<file path="config.mk">
export PLATFORM = sky130hd
export DESIGN_NAME = mux_rr_reg
export DESIGN_NICKNAME = d
export VERILOG_FILES = /design/src/rtl/mux_rr_reg_pkg.sv /design/src/rtl/rr_arbiter.sv /design/src/rtl/mux_rr_reg.sv
export SDC_FILE = /design/constraint.sdc
export NUM_CORES = 1
export LEC_CHECK = 0
export CORE_AREA = 2 2 39 41
export CTS_CLUSTER_DIAMETER = 200
export DETAILED_ROUTE_END_ITERATION = 8
export DIE_AREA = 0 0 41 43
export PLACE_DENSITY = 0.68
export REMOVE_ABC_BUFFERS = 1
export SETUP_SLACK_MARGIN = 0.02
export SLEW_MARGIN = 20
export SYNTH_ARGS = -nofsm -noshare
export SYNTH_HDL_FRONTEND = slang
export SYNTH_HIERARCHICAL = 1
export SYNTH_SLANG_ARGS = --single-unit
</file>
<file path="constraint.sdc">
create_clock -name clk -period 3.04 [get_ports clk]
set_clock_uncertainty 0.15 [all_clocks]
set_input_delay 0.304 -clock clk [delete_from_list [all_inputs] [get_ports clk]]
set_output_delay 0.304 -clock clk [all_outputs]
set_load 0.02 [all_outputs]
</file>
<file path="src/rtl/mux_rr_reg_pkg.sv">
// Shared constants for parametrised KGP-RISC datapath blocks.
// Provides clog2 and the source-index width derivation.
package mux_rr_reg_pkg;

    function automatic int clog2(input int v);
        int r;
        r = 0;
        for (int i = 0; i < 31; i++) begin
            if ((1 << i) < v) begin
                r = i + 1;
            end
        end
        return r;
    endfunction

    // Index width never collapses to zero, even for a single channel.
    function automatic int src_w(input int n);
        return (clog2(n) < 1) ? 1 : clog2(n);
    endfunction

endpackage

</file>
<file path="src/rtl/rr_arbiter.sv">
// Combinational one-hot arbiter: round-robin from ptr or fixed priority.
// Uses a double-width request vector so the wrap search is a single lowest-bit pick.
module rr_arbiter
    import mux_rr_reg_pkg::*;
#(
    parameter int N = 2,
    parameter int RR = 1,
    localparam int SRC_W = src_w(N)
) (
    input  logic [N-1:0]     req,
    input  logic [SRC_W-1:0] ptr,
    output logic [N-1:0]     grant
);

    localparam logic [2*N-1:0] ONE = {{(2*N-1){1'b0}}, 1'b1};

    logic [N-1:0]   w_mask;
    logic [2*N-1:0] w_dbl;
    logic [2*N-1:0] w_first;

    always_comb begin
        w_mask = '0;
        for (int i = 0; i < N; i++) begin
            w_mask[i] = (RR == 0) || (i >= int'(ptr));
        end
    end

    // Lower half: requests at or above ptr; upper half: all requests (wrap).
    assign w_dbl   = {req, req & w_mask};
    assign w_first = w_dbl & (~w_dbl + ONE);
    assign grant   = w_first[N-1:0] | w_first[2*N-1:N];

endmodule

</file>
<file path="src/rtl/mux_rr_reg.sv">
// Registered N-way valid/ready selector with round-robin or fixed priority.
// One-entry output register; a new word may replace the old one while it drains.
module mux_rr_reg
    import mux_rr_reg_pkg::*;
#(
    parameter int WIDTH = 5,
    parameter int N = 2,
    parameter int RR = 1,
    localparam int SRC_W = src_w(N)
) (
    input  logic               clk,
    input  logic               rst,
    input  logic [N-1:0]       in_valid,
    input  logic [N*WIDTH-1:0] in_data,
    output logic [N-1:0]       in_ready,
    output logic               out_valid,
    output logic [WIDTH-1:0]   out_data,
    output logic [SRC_W-1:0]   out_src,
    input  logic               out_ready
);

    logic [SRC_W-1:0] r_ptr;
    logic             r_valid;
    logic [WIDTH-1:0] r_data;
    logic [SRC_W-1:0] r_src;

    logic             w_load_en;
    logic [N-1:0]     w_grant;
    logic             w_xfer;
    logic [SRC_W-1:0] w_gidx;
    logic [WIDTH-1:0] w_sel;
    logic [SRC_W-1:0] w_ptr_nxt;

    rr_arbiter #(
        .N  (N),
        .RR (RR)
    ) u_arb (
        .req   (in_valid),
        .ptr   (r_ptr),
        .grant (w_grant)
    );

    assign w_load_en = !r_valid || out_ready;
    assign in_ready  = w_grant & {N{w_load_en}};
    assign w_xfer    = |(in_valid & in_ready);

    // Grant is one-hot, so OR-reduction yields the winner's index and data.
    always_comb begin
        w_gidx = '0;
        w_sel  = '0;
        for (int i = 0; i < N; i++) begin
            if (w_grant[i]) begin
                w_gidx = w_gidx | SRC_W'(i);
                w_sel  = w_sel | in_data[i*WIDTH +: WIDTH];
            end
        end
    end

    always_comb begin
        w_ptr_nxt = '0;
        if (w_gidx != SRC_W'(N - 1)) begin
            w_ptr_nxt = w_gidx + SRC_W'(1);
        end
    end

    always_ff @(posedge clk or posedge rst) begin
        if (rst) begin
            r_ptr   <= '0;
            r_valid <= 1'b0;
            r_data  <= '0;
            r_src   <= '0;
        end else if (w_xfer) begin
            r_valid <= 1'b1;
            r_data  <= w_sel;
            r_src   <= w_gidx;
            if (RR != 0) begin
                r_ptr <= w_ptr_nxt;
            end
        end else if (r_valid && out_ready) begin
            r_valid <= 1'b0;
        end
    end

    assign out_valid = r_valid;
    assign out_data  = r_data;
    assign out_src   = r_src;

endmodule
</file>
==> flow_metrics.py, run 1 <==
metrics = {
    "status": {
        "status": "finished clean",
    },
    "finish": {
        "multi_input_area_um2": 193,
        "final_area_um2": 696,
        "regArea_um2": 200,
        "postLayoutCoreUtil_pct": 50.3,
        "nFillCells": 136,
        "final_layout_size_suffix_gt1_share_pct": 31.7,
        "finalNetCount": 77,
        "area_growth_pct": 68.5,
        "antenna-diode-count": 0,
    },
    "clock_network": {
        "cts_setup_buffers": 0,
        "root_buffer": "clkbuf_4",
        "cts_resized": 0,
        "cts.sinks": 8,
        "cts_buffers": 3,
        "htreeDepth": 1,
        "clk_pin_slew_ns": 0.05,
        "cts_hold_buf": 0,
        "cts_buffer_depth": 2,
        "worstSkewPairLatency_ns": 0.25,
        "tritoncts": "yes",
    },
    "detailed_routing": {
        "first_pass_iters": 2,
        "routed_via_density": 4.58,
        "drtAntennaViolNets": 0,
        "first_iter_violations": 4,
        "wirelength_um": 911,
        "wl_per_cell_um": 12.0,
        "vias": 348,
        "route.detailed.drc": 0,
    },
    "synth": {
        "synth_top_area_cell": "dfrtp_1",
        "synth_most_common_cell": "dfrtp_1",
        "yosysSeqAreaShare_pct": 48.5,
        "ys_top_cells_by_area": "dfrtp_1 (48%), mux2_2 (16%), a22o_2 (12%)",
        "synth-async-reset-ratio_pct": 100,
        "synth_area_per_cell_um2": 12.5,
        "synth_seq_cells": 8,
        "synth_top_area_share_pct": 48.5,
        "synth_edf_count": 0,
        "syn_inst": 33,
        "dominantRegCellSynth": "dfrtp_1",
        "synth_cell_types": 13,
        "yosysWarnings": 6,
        "ys_top_cells_by_count": "dfrtp_1 (8), mux2_2 (6), a22o_2 (5)",
        "syn_area_um2": 413,
    },
    "sta": {
        "tns_ns": 0,
        "post-route-period-util_pct": 77.3,
        "grt_setup_unrepaired": "false",
        "fmax_ghz": 0.426,
        "hold_slack_ns": 0.153,
        "report.final.slew_viol_count": 0,
        "worst_pin_slew_ns": 0.302,
        "slew_headroom_pct": 79.8,
        "min_period_ns": 2.35,
        "final-hold-violation-count": 0,
        "setup_viol": 0,
    },
    "floorplan": {
        "io_pins": 24,
        "core_area_um2": 1380,
        "die_h_um": 43,
        "initial_utilization_pct": 29.8,
        "die_w_um": 41,
        "rows": 14,
        "die-area_um2": 1760,
    },
    "setup_path": {
        "required_ns": 2.59,
        "cp-startpoint": "in_valid[0]",
        "rrSetupSlack_ns": 1.31,
        "r2r_end": "out_data[2]",
        "r2r-start": "r_ptr",
        "crit_end": "in_ready[0]",
        "path_class": "input port to primary output",
        "endpoint_kind": "primary output",
        "arrival_ns": 1.89,
        "cp_max_fo": 7,
        "rr_worst_depth": 5,
        "critPathLaunchType": "input port",
    },
    "placement": {
        "io_buffer_count": 23,
        "hpwlAfterDp_um": 707,
        "routabilityCongestion": 0.631,
        "placed_cell_area_um2": 673,
    },
    "worst_hold_path": {
        "hp-class": "input port to asynchronous set/reset pin",
    },
    "grt": {
        "grt_usage_pct": 11.3,
        "grt_pass1_vias": 341,
        "grt_pass1_wl_mm": 1.29,
        "grt_max_degree": 10,
        "grt_overflow": 0,
        "antenna_found_initial": 0,
    },
    "power": {
        "ir_drop_mv": 0.317,
        "p_leak_nw": 0.308,
        "total_power_mw": 0.511,
        "power_density_nw_per_um2": 735,
    },
    "run": {
        "cap_violations": 0,
    },
}
kinds of logic after synthesis:
| kind of cell | after synthesis | synth area share (%) |
|---|---|---|
| buf+inv | 5 | 4.85 |
| simple gates | 4 | 5.15 |
| flops | 8 | 48.5 |
| compound gates | 9 | 22.7 |
| mux | 7 | 18.8 |
registers in the layout, indices dropped and copies added (netlist names):
| register | count |
|---|---|
| out_data | 5 |
| out_src | 1 |
| out_valid | 1 |
| r_ptr | 1 |
power breakdown:
group          internal [mW]  leakage, nW  switching (mW)  total (mW)
sequential             0.151       0.0972          0.0244       0.175
clock                 0.0450       0.0138          0.0329      0.0778
combinational          0.144        0.197           0.114       0.258
total                  0.340        0.308           0.171       0.511
critical path: stages:
cell,delay [ns]
clkdlybuf4s50_1,0.51
a21boi_0,0.19
buf_4,0.18
and2_2,0.13
clkdlybuf4s50_1,0.59
layout make-up:
| cell class | instances | share of cell area [%] |
|---|---|---|
| timing repair buffer | 25 | 35.3 |
| sequential | 8 | 28.8 |
| inverter | 4 | 2.16 |
| multi-input combinational | 20 | 27.7 |
| tap | 16 | 2.88 |
| clock buffer | 3 | 3.24 |
metal layers:
| metal | vias to the layer above | GRT usage, % | share of wire (%) |
|---|---|---|---|
| met5 | - | 0 | 0 |
| met4 | 0 | 6.00 | 0 |
| met3 | 0 | 7.33 | 8.0 |
| met2 | 14 | 18.8 | 49 |
| met1 | 162 | 9.30 | 43 |
| li1 | 172 | - | - |
per-stage QoR:
stage	cells	setup slack, ns
global placement	73	0.708
global route	76	0.597
detailed placement	73	0.682
CTS	76	0.684
floorplan	32	1.15
finish	76	0.691
cell usage in the layout, fill, tap and decap left out, types with 2 or more instances in the layout:
cell,synthesis,layout
clkdlybuf4s50_1,0,23
dfrtp_1,8,8
mux2_2,6,6
a22o_2,5,5
inv_1,4,4
clkbuf_4,0,3
nand2_1,2,2
buf_4,0,2
worst min-delay path by stage:
| stage | startpoint | end |
|---|---|---|
| after floorplan | rst | out_data[0] |
| after global placement | out_data[2] | out_data[2] |
| after detailed placement | out_src | out_src |
| after CTS | rst | out_data[4] |
| after global routing | rst | out_data[4] |
| final | rst | out_data[2] |
No activity file was read; power rests on OpenSTA's default activity.
==> run 2: changes to the inputs <==
==> constraint.sdc (replaced) <==
create_clock -name clk -period 2.4 [get_ports clk]
set_clock_uncertainty 0.15 [all_clocks]
set_input_delay 0.24 -clock clk [delete_from_list [all_inputs] [get_ports clk]]
set_output_delay 0.24 -clock clk [all_outputs]
set_load 0.02 [all_outputs]
==> run 2 against run 1 <==
Largest cell class unchanged. Critical path type unchanged. Die area did not move. Total power increased by 28%. Utilization increased by 0.54 points. Critical path depth fell by 1. Routed wire length fell by 2.2%.
==> flow_metrics.py, run 2 (synthesis gave the netlist of run 1 again) <==
metrics = {
    "status": {
        "status": "finished clean",
    },
    "detailed_routing": {
        "routed_via_density": 4.49,
        "first_pass_iters": 2,
        "wl_per_cell_um": 11.6,
        "first_iter_violations": 4,
        "route.detailed.drc": 0,
        "drtAntennaViolNets": 0,
        "wirelength_um": 891,
        "vias": 346,
    },
    "setup_path": {
        "rr_worst_depth": 6,
        "required_ns": 2.01,
        "endpoint_kind": "primary output",
        "r2r-start": "r_ptr",
        "arrival_ns": 1.75,
        "cp_max_fo": 3,
        "cp-startpoint": "in_valid[1]",
        "critPathLaunchType": "input port",
        "path_class": "input port to primary output",
    },
    "sta": {
        "min_period_ns": 2.14,
        "report.final.slew_viol_count": 0,
        "grt_setup_unrepaired": "false",
        "slew_headroom_pct": 78.5,
        "worst_pin_slew_ns": 0.323,
        "tns_ns": 0,
        "fmax_ghz": 0.467,
        "setup_viol": 0,
        "final-hold-violation-count": 0,
        "post-route-period-util_pct": 89.3,
    },
    "finish": {
        "finalNetCount": 78,
        "layout_commonest_cell": "clkdlybuf4s50_1",
        "largest_reg_flops": 5,
        "area_growth_pct": 70.3,
        "fin_cells": 77,
        "antenna-diode-count": 0,
        "final_layout_size_suffix_gt1_share_pct": 32.8,
        "layout_common_cells": "clkdlybuf4s50_1 (23), dfrtp_1 (8), mux2_2 (6)",
    },
    "clock_network": {
        "tritoncts": "yes",
        "worstSkewPairLatency_ns": 0.25,
        "cts_setup_buffers": 0,
        "clk_pin_slew_ns": 0.06,
        "cts_resized": 0,
        "htreeDepth": 1,
        "root_buffer": "clkbuf_4",
        "cts_hold_buf": 0,
        "cts_buffer_depth": 2,
        "cts_buffers": 3,
        "cts.sinks": 8,
    },
    "power": {
        "p_leak_nw": 0.312,
        "ir_drop_mv": 0.375,
        "power_density_nw_per_um2": 927,
    },
    "floorplan": {
        "initial_utilization_pct": 29.8,
        "die_h_um": 43,
        "die_w_um": 41,
        "core_area_um2": 1380,
        "io_pins": 24,
        "die-area_um2": 1760,
        "rows": 14,
    },
    "placement": {
        "hpwlAfterDp_um": 739,
        "io_buffer_count": 23,
        "routabilityCongestion": 0.637,
        "place_inst": 74,
    },
    "grt": {
        "grt_max_degree": 9,
        "grt_pass1_vias": 335,
        "grt_usage_pct": 11.0,
        "antenna_found_initial": 0,
        "grt_overflow": 0,
        "grt_pass1_wl_mm": 1.28,
    },
    "worst_hold_path": {
        "hp-class": "input port to asynchronous set/reset pin",
    },
    "run": {
        "cap_violations": 0,
    },
}
[run 2: cell type report]
cell class / instances / area [um2]
Fill cell: 132 / 681
Timing Repair Buffer: 26 / 253
Multi-Input combinational cell: 20 / 193
Tap cell: 16 / 20.0
Clock buffer: 3 / 22.5
Inverter: 4 / 15.0
Sequential cell: 8 / 200
[run 2: worst paths after layout]
path,endpoint,slack (ns)
max,in_ready[1],0.26
min,out_data[3],0.08
max reg2reg,out_data[0],0.61
min reg2reg,out_data[0],0.36
max in group asynchronous,r_ptr,1.76
min in group clk,out_data[0],0.36
[run 2: per-layer routing]
metal	GRT usage [%]	part of all wire, %	vias to the layer above
met3	7.33	12	0
li1	-	-	175
met2	17.8	46	17
met4	2.00	0	0
met5	0	0	-
met1	11.3	42	154
[run 2: worst max-delay path: stages]
cell	delay, ns
clkdlybuf4s50_1	0.50
a21boi_1	0.26
and2_1	0.16
clkdlybuf4s50_1	0.59
[run 2: power breakdown]
group | internal [mW] | switching (mW)
sequential | 0.191 | 0.0313
combinational | 0.186 | 0.143
clock | 0.0571 | 0.0436
total | 0.434 | 0.218
[run 2: stage by stage]
step           power, mW  instance area [um2]  setup slack, ns  hold slack [ns]  util (%)
4_1_cts            0.660                  703            0.235           0.0862      50.8
6_report           0.652                  703            0.258           0.0835      50.8
2_1_floorplan      0.393                  408            0.506          -0.0943         -
3_5_place_dp       0.557                  681            0.217            0.349      49.2
3_3_place_gp       0.555                  681            0.232            0.349      49.2
5_1_grt            0.691                  703            0.159            0.123      50.8
==> run 3: changes to the inputs <==
--- a/config.mk
+++ b/config.mk
@@ -9,11 +9,10 @@
 export CTS_CLUSTER_DIAMETER = 200
 export DETAILED_ROUTE_END_ITERATION = 8
 export DIE_AREA = 0 0 41 43
-export PLACE_DENSITY = 0.68
+export PLACE_DENSITY = 0.67
 export REMOVE_ABC_BUFFERS = 1
 export SETUP_SLACK_MARGIN = 0.02
 export SLEW_MARGIN = 20
 export SYNTH_ARGS = -nofsm -noshare
 export SYNTH_HDL_FRONTEND = slang
-export SYNTH_HIERARCHICAL = 1
 export SYNTH_SLANG_ARGS = --single-unit
==> run 3 against run 2 <==
Clock power fell by 4%. Synthesized cell count fell by 3.0%. Total power fell by 35%. Global-route usage rose by 2.3 points. First-iteration DRC count rose by 75%. Cell area fell by 4.1%. Synthesized area fell by 3.6%. Utilization fell by 2.1 points. Critical path type unchanged. Critical endpoint is now in_ready[0].
==> flow_metrics.py, run 3 <==
metrics = {
    "detailed_routing": {
        "routed_via_density": 4.71,
        "wl_per_cell_um": 13.0,
        "topRoutingLayerUsed": "met4",
        "route.detailed.drc": 0,
        "wl_met3_um": 68,
        "first_pass_iters": 3,
        "met1_length_um": 444,
        "vias": 353,
        "first_iter_violations": 7,
        "wl_met2_um": 455,
        "drtAntennaViolNets": 0,
        "wirelength_um": 976,
    },
    "sta": {
        "fmax_ghz": 0.453,
        "tns_ns": 0,
        "post-route-period-util_pct": 92.0,
        "min_period_ns": 2.21,
        "slew_headroom_pct": 58.5,
        "setup_slack_ns": 0.193,
        "report.final.slew_viol_count": 0,
        "setup_viol": 0,
        "grt_setup_unrepaired": "false",
        "hold_slack_ns": 0.0857,
        "final-hold-violation-count": 0,
        "worst_pin_slew_ns": 0.615,
    },
    "floorplan": {
        "die-area_um2": 1760,
        "initial_utilization_pct": 28.8,
        "die_h_um": 43,
        "die_w_um": 41,
        "core_area_um2": 1380,
        "rows": 14,
        "io_pins": 24,
    },
    "grt": {
        "grt_max_degree": 9,
        "grt_pass1_wl_mm": 1.54,
        "grt_overflow": 0,
        "antenna_found_initial": 0,
        "grt_pass1_vias": 361,
        "grt_usage_pct": 13.3,
    },
    "finish": {
        "multi_input_area_um2": 171,
        "layout_common_cells": "clkdlybuf4s50_1 (23), dfrtp_1 (8), nor3b_1 (5), a221o_1 (5), inv_1 (4)",
        "largest_reg_flops": 5,
        "finalNetCount": 76,
        "antenna-diode-count": 0,
        "final_layout_size_suffix_gt1_share_pct": 16.9,
        "regArea_um2": 200,
        "layout_commonest_cell": "clkdlybuf4s50_1",
        "nFillCells": 154,
        "area_growth_pct": 69.5,
    },
    "clock_network": {
        "worstSkewPairLatency_ns": 0.24,
        "root_buffer": "clkbuf_4",
        "cts_hold_buf": 0,
        "cts_setup_buffers": 0,
        "cts_buffers": 3,
        "cts_resized": 0,
        "tritoncts": "yes",
        "cts_buffer_depth": 2,
        "htreeDepth": 1,
        "clk_pin_slew_ns": 0.05,
        "cts.sinks": 8,
    },
    "synth": {
        "synth_top_area_cell": "dfrtp_1",
        "synth_cell_types": 13,
        "dominantRegCellSynth": "dfrtp_1",
        "ys_top_cells_by_area": "dfrtp_1 (50%), a221o_1 (13%), nor3b_1 (9.4%)",
        "synth_edf_count": 0,
        "syn_area_um2": 398,
        "yosysWarnings": 0,
        "synth_top_area_share_pct": 50.3,
        "syn_inst": 32,
        "synth_most_common_cell": "dfrtp_1",
        "synth_seq_cells": 8,
        "yosysSeqAreaShare_pct": 50.3,
        "synth_area_per_cell_um2": 12.4,
        "synth-async-reset-ratio_pct": 100,
        "ys_top_cells_by_count": "dfrtp_1 (8), a221o_1 (5), nor3b_1 (5)",
    },
    "power": {
        "power_density_nw_per_um2": 626,
        "total_power_mw": 0.422,
        "p_leak_nw": 0.290,
        "ir_drop_mv": 0.252,
    },
    "status": {
        "status": "finished clean",
    },
    "setup_path": {
        "critPathLaunchType": "input port",
        "r2r_end": "out_data[2]",
        "crit_end": "in_ready[0]",
        "endpoint_kind": "primary output",
        "arrival_ns": 1.82,
        "cp-startpoint": "in_valid[0]",
        "r2r-start": "out_valid",
        "rrSetupSlack_ns": 0.96,
        "cp_max_fo": 6,
        "required_ns": 2.01,
        "rr_worst_depth": 4,
        "path_class": "input port to primary output",
    },
    "placement": {
        "hpwlAfterDp_um": 768,
        "place_ws_ns": 0.198,
        "routabilityCongestion": 0.629,
        "io_buffer_count": 23,
    },
    "worst_hold_path": {
        "hp-class": "input port to asynchronous set/reset pin",
    },
    "run": {
        "cap_violations": 0,
    },
}
==> run 3: changes by cell type in the layout (fill, tap and decap cells not counted), sizes merged, moves of 2 or more <==
cell | previous run | this run
a21boi | 2 | 0
a221o | 0 | 5
a22o | 5 | 0
and2 | 2 | 0
mux2 | 6 | 0
nand2 | 2 | 0
nor3b | 0 | 5
o21ai | 0 | 2
==> run 3: cell type report <==
class | count | area share, %
Clock buffer | 3 | 3.34
Tap cell | 16 | 2.97
Inverter | 4 | 2.23
Multi-Input combinational cell | 19 | 25.4
Sequential cell | 8 | 29.7
Timing Repair Buffer | 25 | 36.4
==> run 3: logic make-up after synthesis <==
group | share of synthesized area, %
AO/OA/AOI/OAI | 24.5
buffers and inverters | 6.60
flip-flops | 50.3
AND/OR/NAND/NOR | 18.6
==> run 3: how the worst min path moves through the flow <==
stage	slack (ns)	startpoint	end	depth (start not counted)
after CTS	0.09	rst	out_data[2]	2
final	0.09	rst	r_ptr	2
after detailed placement	0.33	out_src	out_src	1
after global placement	0.32	out_src	out_src	1
after floorplan	-0.09	rst	out_data[0]	1
after global routing	0.14	rst	out_data[2]	2
==> run 3: report_power, final <==
part / internal [mW] / switching (mW)
clock: 0.0568 / 0.0397
combinational: 0.0853 / 0.0698
sequential: 0.158 / 0.0121
==> run 3: routing by layer <==
metal / vias to the layer above / global-route usage (%)
met5: - / 0
met4: 0 / 6.00
met3: 2 / 5.24
met2: 14 / 19.1
met1: 165 / 17.0
li1: 172 / -
==> run 3: critical path, cell delays in order <==
cell             delay [ns]
clkdlybuf4s50_1        0.48
a21bo_2                0.27
nand2b_1               0.18
inv_1                  0.06
clkdlybuf4s50_1        0.59
==> run 3: metrics by stage <==
step	utilization, %	cell area [um2]	std cells
floorplan	-	387	31
finish	48.7	674	75
detailed placement	47.1	652	72
CTS	48.7	674	75
global placement	47.1	652	72
global route	48.7	674	75
